### src/rtl/alu_ctrl_pkg.sv
// ALU-control shared types: ALUOp, select codes, funct/opcode values, FSM states.
// Optional shift decode is enabled by defining ALU_SHIFT_EN.
package alu_ctrl_pkg;

  typedef enum logic [1:0] {
    AOP_ADD = 2'b00,
    AOP_SUB = 2'b01,
    AOP_R   = 2'b10,
    AOP_I   = 2'b11
  } aluop_e;

  localparam logic [3:0] SEL_PASS = 4'd0;
  localparam logic [3:0] SEL_SUB0 = 4'd1;
  localparam logic [3:0] SEL_ADD  = 4'd2;
  localparam logic [3:0] SEL_SUB  = 4'd3;
  localparam logic [3:0] SEL_AND  = 4'd4;
  localparam logic [3:0] SEL_OR   = 4'd5;
  localparam logic [3:0] SEL_XOR  = 4'd6;
  localparam logic [3:0] SEL_NOR  = 4'd7;
  localparam logic [3:0] SEL_SLT  = 4'd8;
  localparam logic [3:0] SEL_SLL  = 4'd9;
  localparam logic [3:0] SEL_SRL  = 4'd10;
  localparam logic [3:0] SEL_SRA  = 4'd11;
  localparam logic [3:0] SEL_MULT = 4'd12;
  localparam logic [3:0] SEL_DIV  = 4'd13;

  localparam logic [5:0] F_SLL  = 6'h00;
  localparam logic [5:0] F_SRL  = 6'h02;
  localparam logic [5:0] F_SRA  = 6'h03;
  localparam logic [5:0] F_MULT = 6'h18;
  localparam logic [5:0] F_DIV  = 6'h1A;
  localparam logic [5:0] F_ADD  = 6'h20;
  localparam logic [5:0] F_SUB  = 6'h22;
  localparam logic [5:0] F_AND  = 6'h24;
  localparam logic [5:0] F_OR   = 6'h25;
  localparam logic [5:0] F_XOR  = 6'h26;
  localparam logic [5:0] F_NOR  = 6'h27;
  localparam logic [5:0] F_SLT  = 6'h2A;

  localparam logic [5:0] OP_ADDI = 6'h08;
  localparam logic [5:0] OP_SLTI = 6'h0A;
  localparam logic [5:0] OP_ANDI = 6'h0C;
  localparam logic [5:0] OP_ORI  = 6'h0D;
  localparam logic [5:0] OP_XORI = 6'h0E;

  typedef enum logic [1:0] {
    S_IDLE    = 2'd0,
    S_FULL    = 2'd1,
    S_MD_WAIT = 2'd2
  } state_e;

  typedef struct packed {
    logic [3:0] code;
    logic       is_md;
    logic       illegal;
  } dec_t;

endpackage

### src/rtl/alu_ctrl_dec.sv
// Combinational ALU-control decode: (alu_op, ir_op, funct) -> code/is_md/illegal.
// Shift functs decode only when ALU_SHIFT_EN is defined.
module alu_ctrl_dec
  import alu_ctrl_pkg::*;
(
  input  logic [1:0] alu_op,
  input  logic [5:0] ir_op,
  input  logic [5:0] funct,
  output dec_t       dec
);

  always_comb begin
    dec = '0;
    unique case (1'b1)
      (alu_op == AOP_ADD): dec.code = SEL_PASS;
      (alu_op == AOP_SUB): dec.code = SEL_SUB0;
      (alu_op == AOP_R): begin
        case (funct)
          F_ADD:  dec.code = SEL_ADD;
          F_SUB:  dec.code = SEL_SUB;
          F_AND:  dec.code = SEL_AND;
          F_OR:   dec.code = SEL_OR;
          F_XOR:  dec.code = SEL_XOR;
          F_NOR:  dec.code = SEL_NOR;
          F_SLT:  dec.code = SEL_SLT;
`ifdef ALU_SHIFT_EN
          F_SLL:  dec.code = SEL_SLL;
          F_SRL:  dec.code = SEL_SRL;
          F_SRA:  dec.code = SEL_SRA;
`endif
          F_MULT: begin
            dec.code  = SEL_MULT;
            dec.is_md = 1'b1;
          end
          F_DIV: begin
            dec.code  = SEL_DIV;
            dec.is_md = 1'b1;
          end
          default: dec.illegal = 1'b1;
        endcase
      end
      (alu_op == AOP_I): begin
        case (ir_op)
          OP_ADDI: dec.code = SEL_ADD;
          OP_ANDI: dec.code = SEL_AND;
          OP_ORI:  dec.code = SEL_OR;
          OP_XORI: dec.code = SEL_XOR;
          OP_SLTI: dec.code = SEL_SLT;
          default: dec.illegal = 1'b1;
        endcase
      end
      default: dec = '0;
    endcase
  end

endmodule

### src/rtl/alu_ctrl_seq.sv
// Registered, handshaked ALU-control stage with multi-cycle MULT/DIV wait.
// Build option: define ALU_SHIFT_EN to decode SLL/SRL/SRA.
module alu_ctrl_seq
  import alu_ctrl_pkg::*;
#(
  parameter int OP_W   = 4,
  parameter int MD_LAT = 32,
  parameter int ERR_W  = 8
) (
  input  logic             clk,
  input  logic             rst_n,
  input  logic             in_valid,
  output logic             in_ready,
  input  logic [1:0]       alu_op,
  input  logic [5:0]       ir_op,
  input  logic [5:0]       funct,
  output logic             out_valid,
  input  logic             out_ready,
  output logic [OP_W-1:0]  alu_sel,
  output logic             illegal,
  output logic             md_start,
  output logic             md_busy,
  output logic [ERR_W-1:0] err_cnt
);

  localparam int CW = (MD_LAT > 1) ? $clog2(MD_LAT) : 1;
  localparam logic [CW-1:0] CNT_LD = CW'(MD_LAT - 1);
  localparam logic [ERR_W-1:0] ERR_MAX = '1;

  state_e        state;
  state_e        state_n;
  logic [CW-1:0] cnt;
  dec_t          dec;
  logic          accept;
  logic          cnt_zero;

  alu_ctrl_dec u_dec (
    .alu_op (alu_op),
    .ir_op  (ir_op),
    .funct  (funct),
    .dec    (dec)
  );

  assign in_ready  = (state == S_IDLE) |
                     ((state == S_FULL) & out_ready);
  assign accept    = in_valid & in_ready;
  assign out_valid = (state == S_FULL);
  assign md_busy   = (state == S_MD_WAIT);
  assign cnt_zero  = (cnt == '0);

  always_ff @(posedge clk or negedge rst_n) begin
    if (!rst_n) state <= S_IDLE;
    else        state <= state_n;
  end

  always_comb begin
    state_n = state;
    unique case (state)
      S_IDLE: begin
        if (accept)
          state_n = dec.is_md ? S_MD_WAIT : S_FULL;
      end
      S_FULL: begin
        if (accept)
          state_n = dec.is_md ? S_MD_WAIT : S_FULL;
        else if (out_ready)
          state_n = S_IDLE;
      end
      S_MD_WAIT: begin
        if (cnt_zero) state_n = S_FULL;
      end
      default: state_n = S_IDLE;
    endcase
  end

  // MULT/DIV codes are loaded at accept; out_valid hides them until done
  always_ff @(posedge clk or negedge rst_n) begin
    if (!rst_n) begin
      alu_sel <= '0;
      illegal <= 1'b0;
    end else if (accept) begin
      alu_sel <= OP_W'(dec.code);
      illegal <= dec.illegal;
    end
  end

  always_ff @(posedge clk or negedge rst_n) begin
    if (!rst_n) begin
      md_start <= 1'b0;
      cnt      <= '0;
    end else begin
      md_start <= accept & dec.is_md;
      if (accept && dec.is_md)
        cnt <= CNT_LD;
      else if (md_busy && !cnt_zero)
        cnt <= cnt - 1'b1;
    end
  end

  always_ff @(posedge clk or negedge rst_n) begin
    if (!rst_n)
      err_cnt <= '0;
    else if (accept && dec.illegal && (err_cnt != ERR_MAX))
      err_cnt <= err_cnt + 1'b1;
  end

endmodule
### config.mk
export PLATFORM = sky130hd
export DESIGN_NAME = alu_ctrl_seq
export DESIGN_NICKNAME = d
export VERILOG_FILES = /design/src/rtl/alu_ctrl_pkg.sv /design/src/rtl/alu_ctrl_dec.sv /design/src/rtl/alu_ctrl_seq.sv
export SDC_FILE = /design/constraint.sdc
export NUM_CORES = 1
export LEC_CHECK = 0
export BUFFER_PORTS_ARGS = -buffer_cell sky130_fd_sc_hd__buf_2
export CAP_MARGIN = 5
export CORE_AREA = 2 2 53 55
export CTS_CLUSTER_SIZE = 24
export DETAILED_ROUTE_END_ITERATION = 12
export DIE_AREA = 0 0 55 57
export PLACE_DENSITY_LB_ADDON = 0.3
export SYNTH_ARGS = -nofsm -noshare
export SYNTH_HDL_FRONTEND = slang
export SYNTH_SLANG_ARGS = --single-unit
### constraint.sdc
create_clock -name clk -period 1.9 [get_ports clk]
set_input_delay 0.38 -clock clk [delete_from_list [all_inputs] [get_ports clk]]
set_output_delay 0.38 -clock clk [all_outputs]
set_load 0.005 [all_outputs]
==> results of run 1 <==
==> power breakdown <==
group / internal (mW) / total (mW) / switching, mW / leakage (nW)
Clock: 0.0785 / 0.215 / 0.136 / 0.0177
Sequential: 0.513 / 0.580 / 0.0672 / 0.253
Combinational: 0.150 / 0.298 / 0.148 / 0.462
==> worst max-delay path: cells and delay by family, from the launching register on <==
| family | cells | cell delay, ns |
|---|---|---|
| fa+ha+maj | 1 | 0.27 |
| flops | 1 | 0.44 |
| mux | 1 | 0.32 |
| simple gates | 3 | 0.62 |
==> cells in the mapped netlist (all sizes together) <==
cell     count
clkinv       1
o21ai        5
a31o         1
nand4b       1
and2b        1
and2         2
or2          1
o211ai       2
nor4         2
and4         1
nand2       19
o31ai        2
nor2b        3
o2111ai      1
a21oi        2
ha           3
a31oi        7
or4          1
a41oi        1
mux2         1
xor2         1
o22ai        1
dfrtp       21
inv          6
nand3b       2
nor2        11
xnor2        8
buf          2
nor3b        2
a32oi        1
nand3       10
nor3         3
nand2b       4
and3         1
nand4bb      2
or3b         2
==> kinds of logic (layout without fill, tap and decap cells) <==
kind of cell    after synthesis  after routing  synth area share [%]
fa+ha+maj                     3              3                  2.98
flops                        21             21                  41.7
compound gates               23             23                  14.5
mux                           1              1                 0.893
xor+xnor                      9              9                  6.25
simple gates                 68             68                  30.9
buf+inv                       9             48                  2.88
==> timing repair <==
item	CTS	global route
gates resized for setup	0	2
buffers inserted	0	0
setup endpoints to repair	0	1
==> placed cells by master (no fill, tap or decap), drive strengths merged, types with 2 or more instances in the layout <==
master and n:
nor3 3, o21ai 5, buf 37, nor2b 3
inv 6, a21oi 2, a31oi 7, o31ai 2
o211ai 2, xnor2 8, nand3 10, nand2 19
nor2 11, and2 2, ha 3, nand2b 4
nor4 2, or3b 2, dfrtp 21, nand3b 2
nor3b 2, clkbuf 3, nand4bb 2, clkinv 2
==> worst paths after layout <==
kind / startpoint / end / slack (ns) / cells after the start
setup / recovery: err_cnt[0] / err_cnt[1] / 0.16 / 5
hold / removal: rst_n / illegal / 0.002 / 1
setup reg to reg: err_cnt[0] / err_cnt[1] / 0.16 / 5
hold reg to reg: alu_sel[3] / alu_sel[3] / 0.49 / 2
max in group asynchronous: rst_n / cnt[3] / 1.58 / 1
min in group clk: alu_op[0] / alu_sel[0] / 0.35 / 3
==> layer usage <==
metal | GRT usage (%) | vias up | share of wire [%]
met5 | 0 | - | 0
met4 | 6.27 | 0 | 0.82
li1 | - | 558 | -
met1 | 23.3 | 528 | 45
met2 | 31.3 | 31 | 49
met3 | 4.97 | 2 | 5.0
==> state kept, by name, indices dropped and copies added (netlist names) <==
name / count
md_start: 1
illegal: 1
cnt: 5
state: 2
alu_sel: 4
err_cnt: 8
==> final cells by class <==
class	count	area, µm²	area share (%)
repair buffers	37	193	12.7
clock buffers	3	22.5	1.49
well taps	31	38.8	2.56
inverters	7	26.3	1.73
clock inverters	1	5.00	0.330
flip-flops and latches	21	526	34.7
multi-input cells	104	706	46.5
==> stage by stage <==
stage          util (%)  area (µm²)  setup WS, ns  instances
4_1_cts            57.8        1510         0.161        204
5_1_grt            58.0        1520       0.00389        204
3_5_place_dp       56.7        1480        0.0964        200
3_3_place_gp       56.7        1480         0.143        200
6_report           58.0        1520         0.160        204
2_1_floorplan         -        1260         0.224        134
==> results.sh, run 1 <==
export IMPL_vias=1119
export IMPL_fin_crit_ns=1.74
export IMPL_grt_max_degree=22
export IMPL_crit_chain="ha_1, and2_1, and4_2, nand3b_4, mux2_1"
export IMPL_nNetsFinal=195
export IMPL_slew_viol_final=0
export IMPL_diodes=0
export IMPL_crit_arrival_ns=1.94
export IMPL_dieArea_mm2=0.00314
export IMPL_portBuffers=34
export IMPL_hold_ws_ns=0.00236
export IMPL_worstSetupPathType="register to register"
export IMPL_p_per_area_mw_per_mm2=720
export IMPL_grt_pass1_wl_mm=4.31
export IMPL_drive_gt1_share_pct=30.6
export IMPL_start_kind="register"
export IMPL_irDropWorstVdd_mv=0.632
export IMPL_dieHeight_um=57
export IMPL_vias_per_cell=5.49
export IMPL_fillers=243
export IMPL_hpwl_mm=2.06
export IMPL_post_route_period_util_pct=91.6
export IMPL_hold_viol=0
export IMPL_cts_buffers=3
export IMPL_syn_nets=155
export IMPL_leakage_nw=0.732
export IMPL_wire_per_inst_um=12.5
export IMPL_antenna_found_initial=0
export IMPL_slowest_delay_ns=0.44
export IMPL_ys_ff_latch=21
export IMPL_crit_slowest_cell="dfrtp_1"
export IMPL_routabilityCongestion=0.821
export IMPL_routed_wl_mm=2.55
export IMPL_holdCritPathClass="input port to async pin"
export IMPL_power_mw=1.09
export IMPL_clock_path_buffers=2
export IMPL_drtIter0Drc=34
export IMPL_syn_area_per_cell_um2=9.41
export IMPL_cts_hold_buf=0
export IMPL_cts_tree="built"
export IMPL_dr_pass1_iters=4
export IMPL_yosys_warnings=0
export IMPL_crit_fanout=6
export IMPL_synthCells=134
export IMPL_syn2layout_area_growth_pct=20.2
export IMPL_fp_row_count=19
export IMPL_drc=0
export IMPL_timing_slew_headroom_pct=67.7
export IMPL_cp_required_ns=2.10
export IMPL_cap_violations=0
export IMPL_syn_cell_area_mm2=0.00126
export IMPL_start_util_pct=48.2
export IMPL_ys_seq_area_share_pct=41.7
export IMPL_htreeDepth=1
export IMPL_rsz0062_at_grt="false"
export IMPL_grt_use_total_pct=18.8
export IMPL_synth_top_area_share_pct=41.7
export IMPL_ys_types=42
export IMPL_gr_total_overflow=0
export IMPL_antenna_left=0
export IMPL_setup_viol=0
export IMPL_clock_sinks=21
export IMPL_die_w_um=55
export IMPL_synth_area_top_cells="dfrtp_1 42%, nand2_1 5.7%, xnor2_1 5.6%"
export IMPL_status="finished, final reports clean"
export IMPL_grt_pass1_vias=1016
export IMPL_tightest_slew_ns=0.484
export IMPL_cp_end_kind="register"
export IMPL_io_pins=35
export IMPL_cts_root_buf="clkbuf_4"
export IMPL_clk_latency_ns=0.30
export IMPL_clk_pin_slew_worst_paths_ns=0.12
export IMPL_max_freq_mhz=575
export IMPL_core_mm2=0.00262
export IMPL_fin_setup_tns_ns=0
export IMPL_synth_top_cell_by_area="dfrtp_1"
export IMPL_final_setup_skew_ns=0.00798
Note: power is estimated with default switching activity, not from simulation.
==> run 2: changes to the inputs <==
--- a/config.mk
+++ b/config.mk
@@ -7,10 +7,11 @@
 export LEC_CHECK = 0
 export BUFFER_PORTS_ARGS = -buffer_cell sky130_fd_sc_hd__buf_2
 export CAP_MARGIN = 5
-export CORE_AREA = 2 2 53 55
+export CORE_AREA = 2 2 52 54
+export CTS_BUF_LIST = sky130_fd_sc_hd__clkbuf_8
 export CTS_CLUSTER_SIZE = 24
 export DETAILED_ROUTE_END_ITERATION = 12
-export DIE_AREA = 0 0 55 57
+export DIE_AREA = 0 0 54 56
 export PLACE_DENSITY_LB_ADDON = 0.3
 export SYNTH_ARGS = -nofsm -noshare
 export SYNTH_HDL_FRONTEND = slang
==> run 2 against run 1 <==
Compared with the run above: fmax is 4.7% higher; sequential share of layout area is 0.40 points lower; global-route usage fell by 1.3 points; total power up 7.4%; combinational power increased by 4%; largest cell class unchanged; clock power up 33%; non-clock buffer count rose by 1; clock-buffer cell count unchanged; die area down 3.5%; first-iteration DRC count is 32% lower; setup slack improved by 0.078 ns; cell area grew 1.2%.
==> results.sh, run 2 (synthesis results as in run 1) <==
export IMPL_status="finished, final reports clean"
export IMPL_fp_row_count=18
export IMPL_crit_slowest_cell="dfrtp_1"
export IMPL_wl_met2_mm=1.26
export IMPL_cp_required_ns=2.04
export IMPL_clock_sinks=21
export IMPL_timing_rr_start="err_cnt[0]"
export IMPL_cts_buffers=3
export IMPL_dieHeight_um=56
export IMPL_reg_largest_list="err_cnt x8, cnt x5, alu_sel x4"
export IMPL_fin_setup_tns_ns=0
export IMPL_cts_hold_buf=0
export IMPL_switchingPower_mw=0.359
export IMPL_leakage_nw=0.744
export IMPL_start_util_pct=51.9
export IMPL_crit_fanout=6
export IMPL_vias_per_cell=5.52
export IMPL_max_freq_mhz=601
export IMPL_worstSetupPathType="register to register"
export IMPL_grt_max_degree=22
export IMPL_post_cts_buffers=0
export IMPL_r2r_slack_ns=0.24
export IMPL_start_kind="register"
export IMPL_reg2reg_depth=6
export IMPL_mostFrequentLayoutCells="34 x buf_2, 21 x dfrtp_1, 19 x nand2_1, 11 x nor2_1, 10 x nand3_1"
export IMPL_largest_register_ffs=8
export IMPL_clock_path_buffers=2
export IMPL_r2r_end="err_cnt[3]"
export IMPL_pwr_share_clk_pct=24.4
export IMPL_cts_tree="built"
export IMPL_syn2layout_area_growth_pct=21.6
export IMPL_drtIter0Drc=23
export IMPL_cap_violations=0
export IMPL_pwr_share_comb_pct=26.3
export IMPL_crit_arrival_ns=1.81
export IMPL_io_pins=35
export IMPL_crit_chain="ha_1, and2_1, and4_1, nor3b_1, nand3_1, xnor2_1"
export IMPL_p_sw_share_pct=30.6
export IMPL_fillers=220
export IMPL_highest_layer="met4"
export IMPL_holdCritPathClass="input port to async pin"
export IMPL_dieArea_mm2=0.00302
export IMPL_crit_buf_inv=0
export IMPL_slowest_delay_ns=0.42
export IMPL_m1WireLength_mm=1.09
export IMPL_antenna_left=0
export IMPL_rsz0062_at_grt="false"
export IMPL_met3_length_um=110
export IMPL_irDropWorstVdd_mv=0.528
export IMPL_portBuffers=34
export IMPL_wire_per_inst_um=12.3
export IMPL_setup_viol=0
export IMPL_grt_pass1_vias=990
export IMPL_tightest_slew_ns=0.482
export IMPL_cp_end_kind="register"
export IMPL_grt_pass1_wl_mm=4.13
export IMPL_post_route_period_util_pct=87.5
export IMPL_routed_wl_mm=2.50
export IMPL_drc=0
export IMPL_cts_root_buf="clkbuf_8"
export IMPL_fin_crit_ns=1.66
export IMPL_utilization_pct=63.1
export IMPL_nNetsFinal=196
export IMPL_grt_use_total_pct=17.6
export IMPL_p_int_mw=0.815
export IMPL_registers_top_by_ff_count="err_cnt"
export IMPL_cts_resized=0
export IMPL_drive_gt1_share_pct=29.3
export IMPL_seq_power_share_pct=49.3
export IMPL_gr_total_overflow=0
export IMPL_clk_latency_ns=0.26
export IMPL_routabilityCongestion=0.825
export IMPL_timing_slew_headroom_pct=67.9
export IMPL_vias=1126
export IMPL_final_common_cell="buf_2"
export IMPL_clk_pin_slew_worst_paths_ns=0.08
export IMPL_hold_viol=0
export IMPL_hold_ws_ns=0.0572
export IMPL_die_w_um=54
export IMPL_cpLargestDelayFamily="simple AND/OR/NAND/NOR gates"
export IMPL_slew_viol_final=0
export IMPL_core_mm2=0.00243
export IMPL_diodes=0
export IMPL_p_per_area_mw_per_mm2=765
export IMPL_hpwl_mm=2.02
export IMPL_final_setup_skew_ns=0.00720
export IMPL_dr_pass1_iters=4
export IMPL_htreeDepth=1
export IMPL_antenna_found_initial=0
-- run 2: changes by cell type in the layout (fill, tap and decap cells not counted), sizes merged --
cell,delta
buf,+1
inv,+1
clkinv,-1
-- run 2: worst max path at each step --
stage | startpoint | end | slack (ns) | cells past startpoint
detailed placement | funct[3] | err_cnt[1] | 0.09 | 6
CTS | err_cnt[0] | err_cnt[1] | 0.23 | 5
finish | err_cnt[0] | err_cnt[3] | 0.24 | 6
floorplan | ir_op[5] | err_cnt[1] | 0.22 | 5
global route | err_cnt[0] | err_cnt[3] | 0.11 | 6
global placement | funct[3] | err_cnt[1] | 0.13 | 6
-- run 2: layout make-up --
| cell class | count | area (µm²) | share of cell area (%) |
|---|---|---|---|
| multi-input cells | 104 | 699 | 45.6 |
| inverters | 7 | 26.3 | 1.71 |
| flip-flops and latches | 21 | 526 | 34.3 |
| repair buffers | 38 | 200 | 13.1 |
| clock buffers | 3 | 41.3 | 2.69 |
| well taps | 30 | 37.5 | 2.45 |
| clock inverters | 1 | 3.75 | 0.245 |
-- run 2: metrics by stage --
stage	cell area [µm²]	instances	worst slack [ns]	power (mW)
floorplan	1260	134	0.224	0.743
global placement	1490	200	0.132	0.885
detailed placement	1490	200	0.0897	0.900
CTS	1530	204	0.229	1.19
global route	1530	204	0.113	1.25
finish	1530	204	0.237	1.17
-- run 2: power by group through the flow --
stage          Combinational (mW)  Clock, mW  Sequential (mW)
3_5_place_dp                0.312          0            0.588
5_1_grt                     0.350      0.311            0.587
6_report                    0.309      0.287            0.578
4_1_cts                     0.313      0.295            0.579
2_1_floorplan               0.158          0            0.585
3_3_place_gp                0.303          0            0.582
-- run 2: routing by layer --
| layer | GRT usage (%) | vias up |
|---|---|---|
| li1 | - | 559 |
| met1 | 23.3 | 526 |
| met2 | 29.1 | 36 |
| met3 | 0.806 | 5 |
| met4 | 7.14 | 0 |
| met5 | 0 | - |
==> run 3: changes to the inputs <==
--- a/config.mk
+++ b/config.mk
@@ -7,11 +7,11 @@
 export LEC_CHECK = 0
 export BUFFER_PORTS_ARGS = -buffer_cell sky130_fd_sc_hd__buf_2
 export CAP_MARGIN = 5
-export CORE_AREA = 2 2 52 54
+export CORE_AREA = 5 5 55 57
 export CTS_BUF_LIST = sky130_fd_sc_hd__clkbuf_8
 export CTS_CLUSTER_SIZE = 24
 export DETAILED_ROUTE_END_ITERATION = 12
-export DIE_AREA = 0 0 54 56
+export DIE_AREA = 0 0 60 62
 export PLACE_DENSITY_LB_ADDON = 0.3
 export SYNTH_ARGS = -nofsm -noshare
 export SYNTH_HDL_FRONTEND = slang
==> run 3 against run 2 <==
Compared with the run above: cell area about the same; clock-buffer cell count is the same; global-route usage fell by 1.1 points; final cell count unchanged; clock power about the same; via count decreased by 0.62%; combinational power hardly changed; critical path type unchanged.
==> results.sh, run 3 (synthesis results as in run 1) <==
export IMPL_worstSetupPathType="register to register"
export IMPL_crit_slowest_cell="dfrtp_1"
export IMPL_rsz0062_at_grt="false"
export IMPL_portBuffers=34
export IMPL_timing_slew_headroom_pct=67.5
export IMPL_grt_max_degree=22
export IMPL_setup_viol=0
export IMPL_status="finished, final reports clean"
export IMPL_core_mm2=0.00243
export IMPL_cp_required_ns=2.04
export IMPL_hold_ws_ns=0.0555
export IMPL_io_pins=35
export IMPL_start_util_pct=51.9
export IMPL_clk_pin_slew_worst_paths_ns=0.08
export IMPL_clock_sinks=21
export IMPL_cp_end_kind="register"
export IMPL_vias=1119
export IMPL_final_common_cell="buf_2"
export IMPL_max_freq_mhz=598
export IMPL_cts_resized=0
export IMPL_power_mw=1.18
export IMPL_cts_tree="built"
export IMPL_holdCritPathClass="input port to async pin"
export IMPL_routabilityCongestion=0.805
export IMPL_fin_crit_ns=1.67
export IMPL_reg_largest_list="err_cnt x8, cnt x5, alu_sel x4"
export IMPL_irDropWorstVdd_mv=0.498
export IMPL_fin_setup_tns_ns=0
export IMPL_crit_chain="ha_1, and2_1, and4_1, nand3b_4, mux2_1"
export IMPL_drive_gt1_share_pct=29.9
export IMPL_tightest_slew_ns=0.487
export IMPL_drc=0
export IMPL_r2r_slack_ns=0.23
export IMPL_fp_row_count=18
export IMPL_cts_root_buf="clkbuf_8"
export IMPL_registers_top_by_ff_count="err_cnt"
export IMPL_largest_register_ffs=8
export IMPL_antenna_left=0
export IMPL_slowest_delay_ns=0.42
export IMPL_grt_pass1_wl_mm=4.74
export IMPL_crit_start="err_cnt[0]"
export IMPL_cpLargestDelayFamily="simple AND/OR/NAND/NOR gates"
export IMPL_routed_wl_mm=2.73
export IMPL_grt_use_total_pct=16.5
export IMPL_drtIter0Drc=18
export IMPL_crit_buf_inv=0
export IMPL_cap_violations=0
export IMPL_dr_pass1_iters=4
export IMPL_dieArea_mm2=0.00372
export IMPL_crit_arrival_ns=1.81
export IMPL_r2r_end="err_cnt[1]"
export IMPL_hpwl_mm=2.28
export IMPL_hold_viol=0
export IMPL_antenna_found_initial=0
export IMPL_crit_fanout=6
export IMPL_mostFrequentLayoutCells="34 x buf_2, 21 x dfrtp_1, 19 x nand2_1, 11 x nor2_1, 10 x nand3_1"
export IMPL_grt_pass1_vias=1094
export IMPL_final_setup_skew_ns=0.00397
export IMPL_dieHeight_um=62
export IMPL_htreeDepth=1
export IMPL_p_per_area_mw_per_mm2=768
export IMPL_vias_per_cell=5.49
export IMPL_die_w_um=60
export IMPL_cts_buffers=3
export IMPL_wire_per_inst_um=13.4
export IMPL_gr_total_overflow=0
export IMPL_cts_hold_buf=0
export IMPL_post_route_period_util_pct=87.9
export IMPL_leakage_nw=0.743
export IMPL_syn2layout_area_growth_pct=21.7
export IMPL_timing_rr_start="err_cnt[0]"
export IMPL_post_cts_buffers=0
export IMPL_reg2reg_depth=5
export IMPL_nNetsFinal=196
export IMPL_clk_latency_ns=0.26
export IMPL_diodes=0
export IMPL_slew_viol_final=0
export IMPL_clock_path_buffers=2
export IMPL_start_kind="register"
run 3: worst max-delay path by stage:
stage | end | slack [ns] | cells past startpoint
6_report | err_cnt[1] | 0.23 | 5
5_1_grt | err_cnt[5] | 0.11 | 6
4_1_cts | err_cnt[1] | 0.21 | 5
3_5_place_dp | err_cnt[1] | 0.07 | 6
3_3_place_gp | err_cnt[1] | 0.14 | 6
2_1_floorplan | err_cnt[1] | 0.22 | 5
run 3: routing by layer:
layer	up-vias	GRT usage, %	part of all wire [%]
li1	554	-	-
met1	526	19.4	41
met2	33	29.6	51
met3	6	1.86	5.6
met4	0	8.54	2.5
met5	-	0	0
run 3: report_power, final:
| group | internal [mW] | leakage, nW | switching, mW | total [mW] |
|---|---|---|---|---|
| Clock | 0.146 | 0.0255 | 0.144 | 0.290 |
| Combinational | 0.158 | 0.465 | 0.151 | 0.309 |
| Sequential | 0.513 | 0.253 | 0.0670 | 0.580 |
run 3: metrics by stage:
step                      util (%)  std cells  worst slack (ns)  area (µm²)
after detailed placement      61.2        200            0.0696        1490
after CTS                     63.1        204             0.215        1540
after global routing          63.1        204             0.106        1540
final                         63.1        204             0.229        1540
after floorplan                  -        134             0.224        1260
after global placement        61.2        200             0.136        1490
run 3: final cells by class:
type                            instances  area (µm²)
Timing Repair Buffer                   38         200
Multi-Input combinational cell        104         699
Clock buffer                            3        41.3
Clock inverter                          1        5.00
Tap cell                               30        37.5
Sequential cell                        21         526
Inverter                                7        26.3
Fill cell                             217         897
